==> src/rtl/hs_ram_arbiter.sv <==
// Shares the game work RAM port between the Z80 bus and the hiscore engine; grant lands SETTLE cycles after the idle-sample edge.
// Optional HS_ARB_TIMEOUT_EN: PAUSING watchdog forces SETTLE after TIMEOUT cycles and sets sticky arb_err.
module hs_ram_arbiter #(
  parameter int AW      = 16,
  parameter int DW      = 8,
  parameter int SETTLE  = 2,
  parameter int TIMEOUT = 1024
) (
  input  logic          clk_sys,
  input  logic          reset_n,
  input  logic          cpu_ce,
  input  logic [AW-1:0] cpu_addr,
  input  logic [DW-1:0] cpu_wdata,
  input  logic          cpu_wr,
  input  logic          cpu_rd,
  output logic [DW-1:0] cpu_rdata,
  input  logic          ext_pause,
  output logic          cpu_pause,
  input  logic          hs_req,
  input  logic [AW-1:0] hs_addr,
  input  logic [DW-1:0] hs_wdata,
  input  logic          hs_wr,
  output logic [DW-1:0] hs_rdata,
  output logic          hs_gnt,
  output logic [AW-1:0] ram_addr,
  output logic [DW-1:0] ram_wdata,
  output logic          ram_we,
  input  logic [DW-1:0] ram_rdata,
  output logic          arb_err
);

  typedef enum logic [2:0] {
    ST_IDLE    = 3'd0,
    ST_PAUSING = 3'd1,
    ST_SETTLE  = 3'd2,
    ST_GRANT   = 3'd3,
    ST_RELEASE = 3'd4
  } state_t;

  state_t     state;
  state_t     state_nxt;
  logic [3:0] settle_cnt;
  logic       bus_idle;
  logic       wd_fire;
  logic       cpu_owns;
  logic       pause_int;

  assign bus_idle = cpu_ce & ~cpu_rd & ~cpu_wr;

`ifdef HS_ARB_TIMEOUT_EN
  localparam int WDW = $clog2(TIMEOUT + 1);
  logic [WDW-1:0] wd_cnt;

  assign wd_fire = (state == ST_PAUSING) && (wd_cnt == WDW'(TIMEOUT - 1));

  always_ff @(posedge clk_sys or negedge reset_n) begin
    if (!reset_n) begin
      wd_cnt  <= '0;
      arb_err <= 1'b0;
    end else begin
      if (state == ST_PAUSING) wd_cnt <= wd_cnt + 1'b1;
      else                     wd_cnt <= '0;
      // Only a watchdog-forced exit counts as an error, not an abort by hs_req.
      if (wd_fire && hs_req && !bus_idle) arb_err <= 1'b1;
    end
  end
`else
  logic unused_timeout;
  assign unused_timeout = (TIMEOUT == 0);
  assign wd_fire        = 1'b0;
  assign arb_err        = 1'b0;
`endif

  always_ff @(posedge clk_sys or negedge reset_n) begin
    if (!reset_n) state <= ST_IDLE;
    else          state <= state_nxt;
  end

  always_ff @(posedge clk_sys or negedge reset_n) begin
    if (!reset_n)                settle_cnt <= '0;
    else if (state == ST_SETTLE) settle_cnt <= settle_cnt + 1'b1;
    else                         settle_cnt <= '0;
  end

  // A dropped hs_req always wins, including on the cycle SETTLE would complete.
  always_comb begin
    state_nxt = state;
    case (state)
      ST_IDLE: begin
        if (hs_req) state_nxt = ST_PAUSING;
      end
      ST_PAUSING: begin
        if (!hs_req)                 state_nxt = ST_RELEASE;
        else if (bus_idle || wd_fire) state_nxt = ST_SETTLE;
      end
      ST_SETTLE: begin
        if (!hs_req)                             state_nxt = ST_RELEASE;
        else if (settle_cnt == 4'(SETTLE - 1)) state_nxt = ST_GRANT;
      end
      ST_GRANT: begin
        if (!hs_req) state_nxt = ST_RELEASE;
      end
      ST_RELEASE: state_nxt = ST_IDLE;
      default:    state_nxt = ST_IDLE;
    endcase
  end

  always_comb begin
    hs_gnt    = (state == ST_GRANT);
    cpu_owns  = (state == ST_IDLE);
    pause_int = (state != ST_IDLE);
  end

  assign cpu_pause = ext_pause | pause_int;
  assign ram_addr  = hs_gnt ? hs_addr  : cpu_addr;
  assign ram_wdata = hs_gnt ? hs_wdata : cpu_wdata;
  assign ram_we    = hs_gnt ? hs_wr    : (cpu_wr & cpu_ce & cpu_owns);
  assign cpu_rdata = ram_rdata;
  assign hs_rdata  = ram_rdata;

endmodule

==> config.mk <==
export PLATFORM = sky130hd
export DESIGN_NAME = hs_ram_arbiter
export DESIGN_NICKNAME = d
export VERILOG_FILES = /design/src/rtl/hs_ram_arbiter.sv
export SDC_FILE = /design/constraint.sdc
export NUM_CORES = 1
export LEC_CHECK = 0
export BUFFER_PORTS_ARGS = -buffer_cell sky130_fd_sc_hd__buf_2
export CAP_MARGIN = 10
export CORE_UTILIZATION = 29
export DETAILED_ROUTE_END_ITERATION = 10
export PLACE_DENSITY_LB_ADDON = 0.2
export SLEW_MARGIN = 20
export SYNTH_ARGS = -nofsm -noshare
export SYNTH_HDL_FRONTEND = slang
export SYNTH_SLANG_ARGS = --single-unit
==> constraint.sdc <==
create_clock -name clk_sys -period 1.2 [get_ports clk_sys]
set_clock_uncertainty 0.05 [all_clocks]
set_input_delay 0.18 -clock clk_sys [delete_from_list [all_inputs] [get_ports clk_sys]]
set_output_delay 0.18 -clock clk_sys [all_outputs]
set_load 0.02 [all_outputs]
### After elaboration in Yosys (flattened, before gate mapping)

Index checks and enable logic that the tools add are counted.

| operators by class | value |
|---|---|
| add/sub/neg operators | 1 |
| equality and inequality tests | 8 |
| mux-type cells | 11 |
| bitwise logic cells | 7 |
| reductions and logical operators | 3 |

Operator list:

| kind | count |
|---|---|
| two-way mux 3 bit | 6 |
| two-way mux 16 bit | 1 |
| one-hot mux 3 bit (4 select lines) | 1 |
| two-way mux 8 bit | 1 |
| equality test 3 x 2 -> 1 bit (second input constant) | 2 |
| adder 4 x 1 -> 4 bit (second input constant) | 1 |
| AND 1 bit | 4 |
| equality test 4 x 1 -> 1 bit (second input constant) | 1 |
| two-way mux 4 bit | 1 |
| inequality test 2 bit (second input constant) | 2 |
| AND reduction 4 bit | 1 |
| equality test 3 x 1 -> 1 bit (second input constant) | 1 |
| zero test 3 bit | 1 |
| inequality test 3 x 2 -> 1 bit (second input constant) | 1 |
| inequality test 3 bit (second input constant) | 1 |
| nonzero test 3 bit | 1 |
| inverter 1 bit | 2 |
| two-way mux 1 bit | 1 |
| OR 1 bit | 1 |

| storage, ports and cells | value |
|---|---|
| bits in registers | 7 |
| input port bits | 64 |
| output and inout bits | 44 |
| word-level logic and storage cells | 32 |

### Logic depth before layout (Yosys ltp)

Gate-level depths: netlist of the first run.

| logic depth | value |
|---|---|
| word-level depth | 6 |
| gate-level depth with buffers | 4 |

### Least setup slack after synthesis of the first run

OpenSTA, ideal clock, no wires.

| timing path | value |
|---|---|
| kind | flip-flop to output port |
| from | register state[2] |
| to | output ram_addr[10] |
| arrival time | 1.106 ns |
| setup slack | -0.136 ns |
| stages on the path, launching flop included | 4 |
| path through | dfrtp_1 > nand3b_4 > buf_6 > mux2_4 |

| on the way | value |
|---|---|
| longest elaborated chain between the ends | 2 |

Ends and longest elaborated chain:

| element | RTL line | source |
|---|---|---|
| from (decl) | 40 | `state_t state;` |
| from (signal assigned) | 76 | `else state <= state_nxt;` |
| equality test 3 x 2 -> 1 bit | 109 | `hs_gnt = (state == ST_GRANT);` |
| two-way mux 16 bit | 115 | `assign ram_addr = hs_gnt ? hs_addr : cpu_addr;` |
| to (decl) | 25 | `output logic [AW-1:0] ram_addr,` |

Every way passes these cells.

### Worst setup path in the final report of the first run

| timing path | value |
|---|---|
| from | register state[1] |
| to | output ram_addr[1] |

Same word-level chain as after synthesis.

==> results of run 1 <==
[cells by family (layout without fill, tap and decap cells)]
family / count (synthesis) / after routing / synth area share [%]
other: 1 / 1 / 0.4434
buffers and inverters: 22 / 96 / 19.08
and+or+nand+nor: 19 / 19 / 12.57
xor gates and xnor gates: 2 / 2 / 2.071
DFF: 7 / 7 / 20.71
adders and majority gates: 2 / 2 / 2.958
muxes: 24 / 24 / 40.38
AOI/OAI and AO/OA: 3 / 3 / 1.775
[state kept, by name, summed over array words and instances (netlist names)]
name        count
settle_cnt      4
state           3
[worst min path at each step]
stage | slack, ps | endpoint | from | depth (start not counted)
2_1_floorplan | -170 | settle_cnt[0]$_DFF_PN0_ | reset_n | 0
3_3_place_gp | -30 | settle_cnt[1]$_DFF_PN0_ | reset_n | 1
3_5_place_dp | -30 | settle_cnt[1]$_DFF_PN0_ | reset_n | 1
4_1_cts | 40 | state[2]$_DFFE_PN0P_ | hs_req | 2
5_1_grt | 50 | state[2]$_DFFE_PN0P_ | hs_req | 2
6_report | 50 | state[2]$_DFFE_PN0P_ | hs_req | 2
[area by class of cell]
class	count	area, sq um	share of cell area, %
Sequential cell	7	175.2	13.11
Inverter	3	11.26	0.8427
Multi-Input combinational cell	51	540.5	40.45
Clock buffer	4	26.28	1.966
Tap cell	31	38.79	2.903
Timing Repair Buffer	89	544.3	40.73
[power by group through the flow]
stage               sequential (mW)  clock, mW  combinational (mW)
floorplan                     0.257          0               0.253
global placement              0.254          0               0.340
detailed placement            0.254          0               0.343
CTS                           0.251      0.230               0.369
global route                  0.251      0.242               0.401
finish                        0.251      0.214               0.377
[critical path: stages, from the launching register on]
cell      delay [ps]
dfrtp_1          410
nand3b_4         120
buf_12           160
mux2_2           340
buf_2            160
[what timing repair did]
action	4_1_cts	5_1_grt
setup buffers	1	0
resized for setup	14	13
pin swaps	3	3
hold endpoints to repair	7	0
hold buffers	1	0
endpoints found under the setup margin	31	31
[cell usage in the layout, fill, tap and decap left out, drive strengths merged, types with 2 or more instances in the layout]
| master | Yosys | routed |
|---|---|---|
| inv | 3 | 3 |
| clkbuf | 0 | 4 |
| nand3 | 3 | 3 |
| dfrtp | 7 | 7 |
| nor2 | 8 | 8 |
| ha | 2 | 2 |
| nand2b | 2 | 2 |
| a21oi | 3 | 3 |
| mux2 | 24 | 24 |
| buf | 19 | 88 |
[layer usage]
| layer | wire length, um | track usage, % |
|---|---|---|
| met1 | 772 | 13.92 |
| met5 | 0 | 0 |
| met2 | 1238 | 26.02 |
| met3 | 214 | 3.488 |
| met4 | 24 | 5.575 |
[through the flow]
stage | worst slack (ps) | power (mW) | setup TNS, ps | hold slack (ps)
final | -481.1 | 0.8417 | -11600 | 45.11
after global routing | -535.5 | 0.8941 | -13130 | 48.45
after CTS | -494.9 | 0.8497 | -12360 | 35.35
after detailed placement | -205.5 | 0.5969 | -4764 | -25.15
after global placement | -198.8 | 0.5942 | -4553 | -33.04
after floorplan | -136.2 | 0.5104 | -2637 | -165.6
==> results_dict.tcl, run 1 <==
set metrics [dict create \
    outcome "complete, but fails checks" \
    violations "negative setup slack" \
    hp-class "input pin to register" \
    reg2reg_setup_slack_ps 50 \
    design_area_sq_mm 0.001336 \
    setup_viol 27 \
    syn_area_per_cell_sq_um 10.57 \
    p_int_mw 0.5810 \
    area_growth_pct 57.99 \
    core_sq_mm 0.002758 \
    yosysTopAreaCellShare_pct 33.73 \
    port_buffers 82 \
    dieArea_sq_mm 0.003137 \
    power_density_mw_per_mm2 629.9 \
    synth_seq_area_share_pct 20.71 \
    grt_max_degree 14 \
    die_w_um 56.01 \
    cts_buffer_depth 2 \
    grt_pass1_vias 782 \
    cp-start-kind "register" \
    cts_buffers 3 \
    instances_no_fill 185 \
    cp_max_fo 13 \
    grtUsageTotal_pct 13.65 \
    r2r_start "state[0]$_DFFE_PN0P_" \
    pwr-share-seq_pct 29.8 \
    post-synth-top-count-cell "mux2_4" \
    ir_drop_v 0.0004431 \
    leakage_nw 0.7980 \
    drc 0 \
    period_share_pct 140.1 \
    avgRoutedWirePerCell_um 12.16 \
    slew_viol_final 0 \
    vias 813 \
    arrival_ps 1450 \
    antenna_found_initial 0 \
    clk_pin_slew_ps 50 \
    syn_nets 146 \
    cts_sinks 7 \
    end_kind "primary output" \
    postRouteAntennaNets 0 \
    p_sw_mw 0.2607 \
    postPlaceCellArea_sq_mm 0.001215 \
    die_h_um 56.01 \
    max_freq_mhz 594.8 \
    drt_pre_antenna_iters 2 \
    synth_area_leaders "mux2_4, dfrtp_1, buf_4, mux2_2, nor2_1" \
    worstSetupPathType "register to primary output" \
    hpwl_um 1875 \
    hold_violations 0 \
    dp.cells 180 \
    maxCapViolations 0 \
    ys_ff_latch 7 \
    fin_crit_ps 1681 \
    synth_top_flop_cell "dfrtp_1" \
    rows 19 \
    ys_warn_count 0 \
    grt_pass1_wl_um 3394 \
    ios 108 \
    vias_per_cell 4.395 \
    synth_edf_count 0 \
    power_frac_clock_pct 25.5 \
    r2r_end "settle_cnt[3]$_DFF_PN0_" \
    grt_setup_unrepaired "yes" \
    ys_types 20 \
    antenna_cells 0 \
    utilization_pct 48.46 \
    critPathRequiredTime_ps 970 \
    gr-total-overflow 0 \
    drive_gt1_share_pct 80.52 \
    fill_cells 258 \
    root_buffer "clkbuf_4" \
    wl_um 2249 \
    start_util_pct 30.67 \
    p_comb_share_pct 44.7 \
    worst_r2r_path_depth 4 \
    first_iter_violations 22 \
    layout_setup_ws_ps -481.1 \
    yosys.area.top_type "mux2_4" \
    startpoint "state[1]$_DFFE_PN0P_" \
    fin_nets 221 \
    gp_congestion 0.7423 \
    cts_tree "done" \
    clk_latency_ps 250 \
    syn-instance-count 80 \
    synthArstFlopShare_pct 100.0 \
    swShare_pct 30.97 \
    critPathCapture "ram_addr[1]" \
    synth_area_sq_um 845.8 \
    h-tree-depth 1 \
    synth_common_cells "mux2_4, buf_4, nor2_1, dfrtp_1, mux2_2" \
]
Power figures use the tool's default switching activity.
==> run 2: changes to the inputs <==
--- a/config.mk
+++ b/config.mk
@@ -8,8 +8,10 @@
 export BUFFER_PORTS_ARGS = -buffer_cell sky130_fd_sc_hd__buf_2
 export CAP_MARGIN = 10
 export CORE_UTILIZATION = 29
+export CTS_CLUSTER_SIZE = 14
 export DETAILED_ROUTE_END_ITERATION = 10
-export PLACE_DENSITY_LB_ADDON = 0.2
+export PLACE_DENSITY = 0.77
+export SKIP_LAST_GASP = 1
 export SLEW_MARGIN = 20
 export SYNTH_ARGS = -nofsm -noshare
 export SYNTH_HDL_FRONTEND = slang
==> run 2 against run 1 <==
Against the previous run: the flow still finishes with violations (negative setup slack); worst hold slack improved by 13 ps; count of clock-buffer cells in the layout did not move; routed wire length fell by 2.3%; combinational power fell by 1%; maximum frequency rose by 0.80%; first-iteration DRC count rose by 18%; sequential power barely moved; sequential share of layout area barely moved; global-route usage fell by 0.33 points; die area did not move.
==> results_dict.tcl, run 2 (synthesized netlist as in run 1, its figures left out) <==
set metrics [dict create \
    outcome "complete, but fails checks" \
    violations "negative setup slack" \
    r2r_end "settle_cnt[2]$_DFF_PN0_" \
    port_buffers 82 \
    fill_cells 272 \
    power_mw 0.8330 \
    cts_tree "done" \
    max_freq_mhz 599.6 \
    grt_pass1_vias 766 \
    area_growth_pct 58.14 \
    power_density_mw_per_mm2 622.8 \
    worstSetupPathType "register to primary output" \
    maxCapViolations 0 \
    cts_buffer_depth 2 \
    vias_per_cell 4.503 \
    layout_setup_ws_ps -467.7 \
    leakage_nw 0.8038 \
    register_area_sq_um 175.2 \
    critPathRequiredTime_ps 970 \
    utilization_pct 48.50 \
    die_h_um 56.01 \
    grt_setup_unrepaired "yes" \
    period_share_pct 139.0 \
    worst_r2r_path_depth 5 \
    hp-class "input pin to register" \
    hpwl_um 1762 \
    grt.met1_usage_pct 15.54 \
    postRouteAntennaNets 0 \
    layout_commonest_cell "buf_2" \
    rows 19 \
    die_w_um 56.01 \
    clk_pin_slew_ps 50 \
    reg2reg_setup_slack_ps 30 \
    cp_max_fo 15 \
    ir_drop_v 0.0004339 \
    gp_congestion 0.7209 \
    slew_viol_final 0 \
    grt_pass1_wl_um 3325 \
    avgRoutedWirePerCell_um 11.75 \
    ios 108 \
    dieArea_sq_mm 0.003137 \
    grtUsageTotal_pct 13.33 \
    final_cell_mix "buf_2, mux2_4, buf_4" \
    grt_max_degree 16 \
    regMostFlops "settle_cnt" \
    cts_buffers 3 \
    vias 842 \
    startpoint "state[1]$_DFFE_PN0P_" \
    cts_sinks 7 \
    r2r_start "state[1]$_DFFE_PN0P_" \
    wl_um 2198 \
    drc 0 \
    antenna_found_initial 0 \
    cp-start-kind "register" \
    drt_pre_antenna_iters 4 \
    gr-usage-met2_pct 22.96 \
    drive_gt1_share_pct 82.69 \
    h-tree-depth 1 \
    core_sq_mm 0.002758 \
    gr-total-overflow 0 \
    antenna_cells 0 \
    fin_nets 223 \
    setup_viol 27 \
    arrival_ps 1440 \
    end_kind "primary output" \
    start_util_pct 30.67 \
    gr-usage-met3_pct 3.721 \
    hold_violations 0 \
    fin_crit_ps 1668 \
    critPathCapture "ram_addr[15]" \
    top_usage_layer "met2" \
    largest_register_ffs 4 \
    clk_latency_ps 250 \
    multi_input_area_sq_um 556.8 \
    first_iter_violations 26 \
    largest_registers "settle_cnt: 4 flops, state: 3 flops" \
    root_buffer "clkbuf_4" \
]
run 2: cell types whose count changed in the layout (fill, tap and decap cells not counted):
cell / delta
a21oi_1: -1
a21oi_2: +1
buf_2: +3
buf_4: +5
buf_6: -6
nor2_1: -1
nor2_4: +1
nor3b_1: -1
nor3b_2: +1
run 2: metal layers:
| metal | share of wire (%) | vias to the layer above |
|---|---|---|
| li1 | - | 404 |
| met1 | 38 | 379 |
| met2 | 52 | 59 |
| met3 | 10 | 0 |
| met4 | 0 | 0 |
| met5 | 0 | - |
run 2: worst min-delay path by stage:
stage | from | to | slack [ps] | depth (start not counted)
finish | hs_req | state[2]$_DFFE_PN0P_ | 60 | 2
global route | hs_req | state[2]$_DFFE_PN0P_ | 50 | 2
CTS | hs_req | state[2]$_DFFE_PN0P_ | 40 | 2
detailed placement | reset_n | state[1]$_DFFE_PN0P_ | -30 | 1
global placement | reset_n | state[2]$_DFFE_PN0P_ | -30 | 1
floorplan | reset_n | settle_cnt[0]$_DFF_PN0_ | -170 | 0
run 2: where the power goes:
group          switching (mW)  internal [mW]  leakage [nW]
registers             0.00715          0.244        0.0952
clock network          0.0824          0.127        0.0150
logic                   0.168          0.205         0.694
run 2: timing repair:
item,CTS,global route
gates resized for setup,7,14
pin swaps,0,5
hold endpoints to repair,7,0
hold buffers,1,0
setup endpoints to repair,31,32
buffers inserted,0,2
run 2: worst max-delay path: stages (launching register included):
cell and delay, ps:
dfrtp_1 410, nand3b_4 120, buf_12 160, mux2_2 340
buf_2 160
run 2: final cells by class:
class                      instances  share of cell area, %
sequential                         7                  13.10
clock buffer                       4                  1.964
timing repair buffer              91                  39.57
tap                               31                  2.900
multi-input combinational         51                  41.63
inverter                           3                 0.8419
run 2: through the flow:
stage / setup slack [ps] / cell area [sq um] / hold slack, ps / instances / TNS [ps]
6_report: -467.7 / 1338 / 58.58 / 187 / -11760
3_3_place_gp: -191.0 / 1222 / -28.26 / 181 / -4461
3_5_place_dp: -213.6 / 1222 / -25.23 / 181 / -4887
4_1_cts: -485.1 / 1279 / 41.48 / 186 / -11910
5_1_grt: -525.4 / 1338 / 51.11 / 187 / -13220
2_1_floorplan: -136.2 / 845.8 / -165.6 / 80 / -2637
==> run 3: changes to the inputs <==
--- a/config.mk
+++ b/config.mk
@@ -11,6 +11,7 @@
 export CTS_CLUSTER_SIZE = 14
 export DETAILED_ROUTE_END_ITERATION = 10
 export PLACE_DENSITY = 0.77
+export SETUP_SLACK_MARGIN = 0.02
 export SKIP_LAST_GASP = 1
 export SLEW_MARGIN = 20
 export SYNTH_ARGS = -nofsm -noshare
==> run 3 against run 2 <==
Against the previous run: the flow still finishes with violations (negative setup slack); sequential share of layout area unchanged; register-to-register slack about the same; largest power group unchanged; combinational power about the same; setup slack unchanged; utilization unchanged; flip-flop and latch count unchanged; worst hold slack unchanged; sequential power about the same; clock power about the same; maximum frequency unchanged; via count unchanged; routed wire length unchanged.
==> results_dict.tcl, run 3 (synthesized netlist as in run 1, its figures left out) <==
set metrics [dict create \
    cts_tree "done" \
    rows 19 \
    largest_registers "settle_cnt: 4 flops, state: 3 flops" \
    drc 0 \
    cpMaxStageDelayCell "dfrtp_1" \
    path_cells "nand3b_4, buf_12, mux2_2, buf_2" \
    fill_cells 272 \
    violations "negative setup slack" \
    dp.cells 181 \
    hp-class "input pin to register" \
    power_frac_clock_pct 25.1 \
    root_buffer "clkbuf_4" \
    critPathRequiredTime_ps 970 \
    core_sq_mm 0.002758 \
    layout_setup_ws_ps -467.7 \
    antenna_cells 0 \
    ir_drop_v 0.0004339 \
    swShare_pct 30.90 \
    end_kind "primary output" \
    cp_max_fo 15 \
    first_iter_violations 27 \
    arrival_ps 1440 \
    grt_pass1_wl_um 3325 \
    max_stage_delay_ps 410 \
    setup_viol 27 \
    p_int_mw 0.5756 \
    cts_buffer_depth 2 \
    avgRoutedWirePerCell_um 11.75 \
    gp_congestion 0.7209 \
    vias_per_cell 4.503 \
    ios 108 \
    leakage_nw 0.8038 \
    layout_commonest_cell "buf_2" \
    grt_pass1_vias 766 \
    grtUsageTotal_pct 13.33 \
    hold_violations 0 \
    port_buffers 82 \
    regMostFlops "settle_cnt" \
    p_sw_mw 0.2574 \
    h-tree-depth 1 \
    instances_no_fill 187 \
    grt_max_degree 16 \
    vias 842 \
    max_freq_mhz 599.6 \
    cp-start-kind "register" \
    cts_sinks 7 \
    drt_pre_antenna_iters 4 \
    outcome "complete, but fails checks" \
    postRouteAntennaNets 0 \
    drive_gt1_share_pct 82.69 \
    antenna_found_initial 0 \
    dieArea_sq_mm 0.003137 \
    maxCapViolations 0 \
    grt_setup_unrepaired "yes" \
    utilization_pct 48.50 \
    hold_slack_ps 58.58 \
    wl_um 2198 \
    final_cell_mix "buf_2, mux2_4, buf_4" \
    gr-total-overflow 0 \
    largest_register_ffs 4 \
    die_h_um 56.01 \
    clk_pin_slew_ps 50 \
    clk_latency_ps 250 \
    pwr-share-seq_pct 30.1 \
    power_density_mw_per_mm2 622.8 \
    area_growth_pct 58.14 \
    cts_buffers 3 \
    post-place-ws_ps -213.6 \
    hpwl_um 1762 \
    p_comb_share_pct 44.8 \
    period_share_pct 139.0 \
    finalSetupTns_ps -11760 \
    die_w_um 56.01 \
    fin_nets 223 \
    fin_crit_ps 1668 \
    worstSetupPathType "register to primary output" \
    slew_viol_final 0 \
    start_util_pct 30.67 \
]
-- run 3: final cells by class --
cell class / count / area [sq um] / share of cell area [%]
Sequential cell: 7 / 175.2 / 13.10
Timing Repair Buffer: 91 / 529.3 / 39.57
Inverter: 3 / 11.26 / 0.8419
Multi-Input combinational cell: 51 / 556.8 / 41.63
Clock buffer: 4 / 26.28 / 1.964
Tap cell: 31 / 38.79 / 2.900
-- run 3: power groups by stage --
stage,logic [mW],clock network [mW],registers (mW)
after detailed placement,0.342,0,0.254
final,0.373,0.209,0.251
after floorplan,0.253,0,0.257
after global routing,0.398,0.229,0.252
after global placement,0.340,0,0.254
after CTS,0.356,0.218,0.250
-- run 3: worst max-delay path, delay by kind of cell (launching register included) --
family / cells / cell delay, ps
mux: 1 / 340
flops: 1 / 410
buf+inv: 2 / 320
simple gates: 1 / 120
-- run 3: stage by stage --
step | power [mW] | area (sq um)
2_1_floorplan | 0.5104 | 845.8
3_3_place_gp | 0.5934 | 1222
3_5_place_dp | 0.5966 | 1222
4_1_cts | 0.8241 | 1281
5_1_grt | 0.8793 | 1338
6_report | 0.8330 | 1338
-- run 3: final timing paths --
check | cells after the start | start | slack, ps | endpoint
min | 2 | hs_req | 60 | state[2]$_DFFE_PN0P_
max | 4 | state[1]$_DFFE_PN0P_ | -470 | ram_addr[15]
max in group asynchronous | 2 | reset_n | 710 | state[0]$_DFFE_PN0P_
max reg2reg | 5 | state[1]$_DFFE_PN0P_ | 30 | settle_cnt[2]$_DFF_PN0_
min in group asynchronous | 2 | reset_n | 240 | settle_cnt[3]$_DFF_PN0_
min reg2reg | 1 | settle_cnt[0]$_DFF_PN0_ | 480 | settle_cnt[0]$_DFF_PN0_
-- run 3: routing by layer --
| layer | part of all wire, % | global-route usage (%) | wire length [um] | vias to the layer above |
|---|---|---|---|---|
| met5 | 0 | 0 | 0 | - |
| met1 | 38 | 15.54 | 834 | 379 |
| met4 | 0 | 5.226 | 0 | 0 |
| met2 | 52 | 22.96 | 1139 | 59 |
| met3 | 10 | 3.721 | 225 | 0 |
| li1 | - | - | - | 404 |
-- run 3: what timing repair did --
item	in CTS	in global routing
pin swaps	0	5
buffers inserted	0	2
setup endpoints to repair	32	32
endpoints found under the hold margin	7	0
gates resized for setup	8	13
hold buffers	1	0
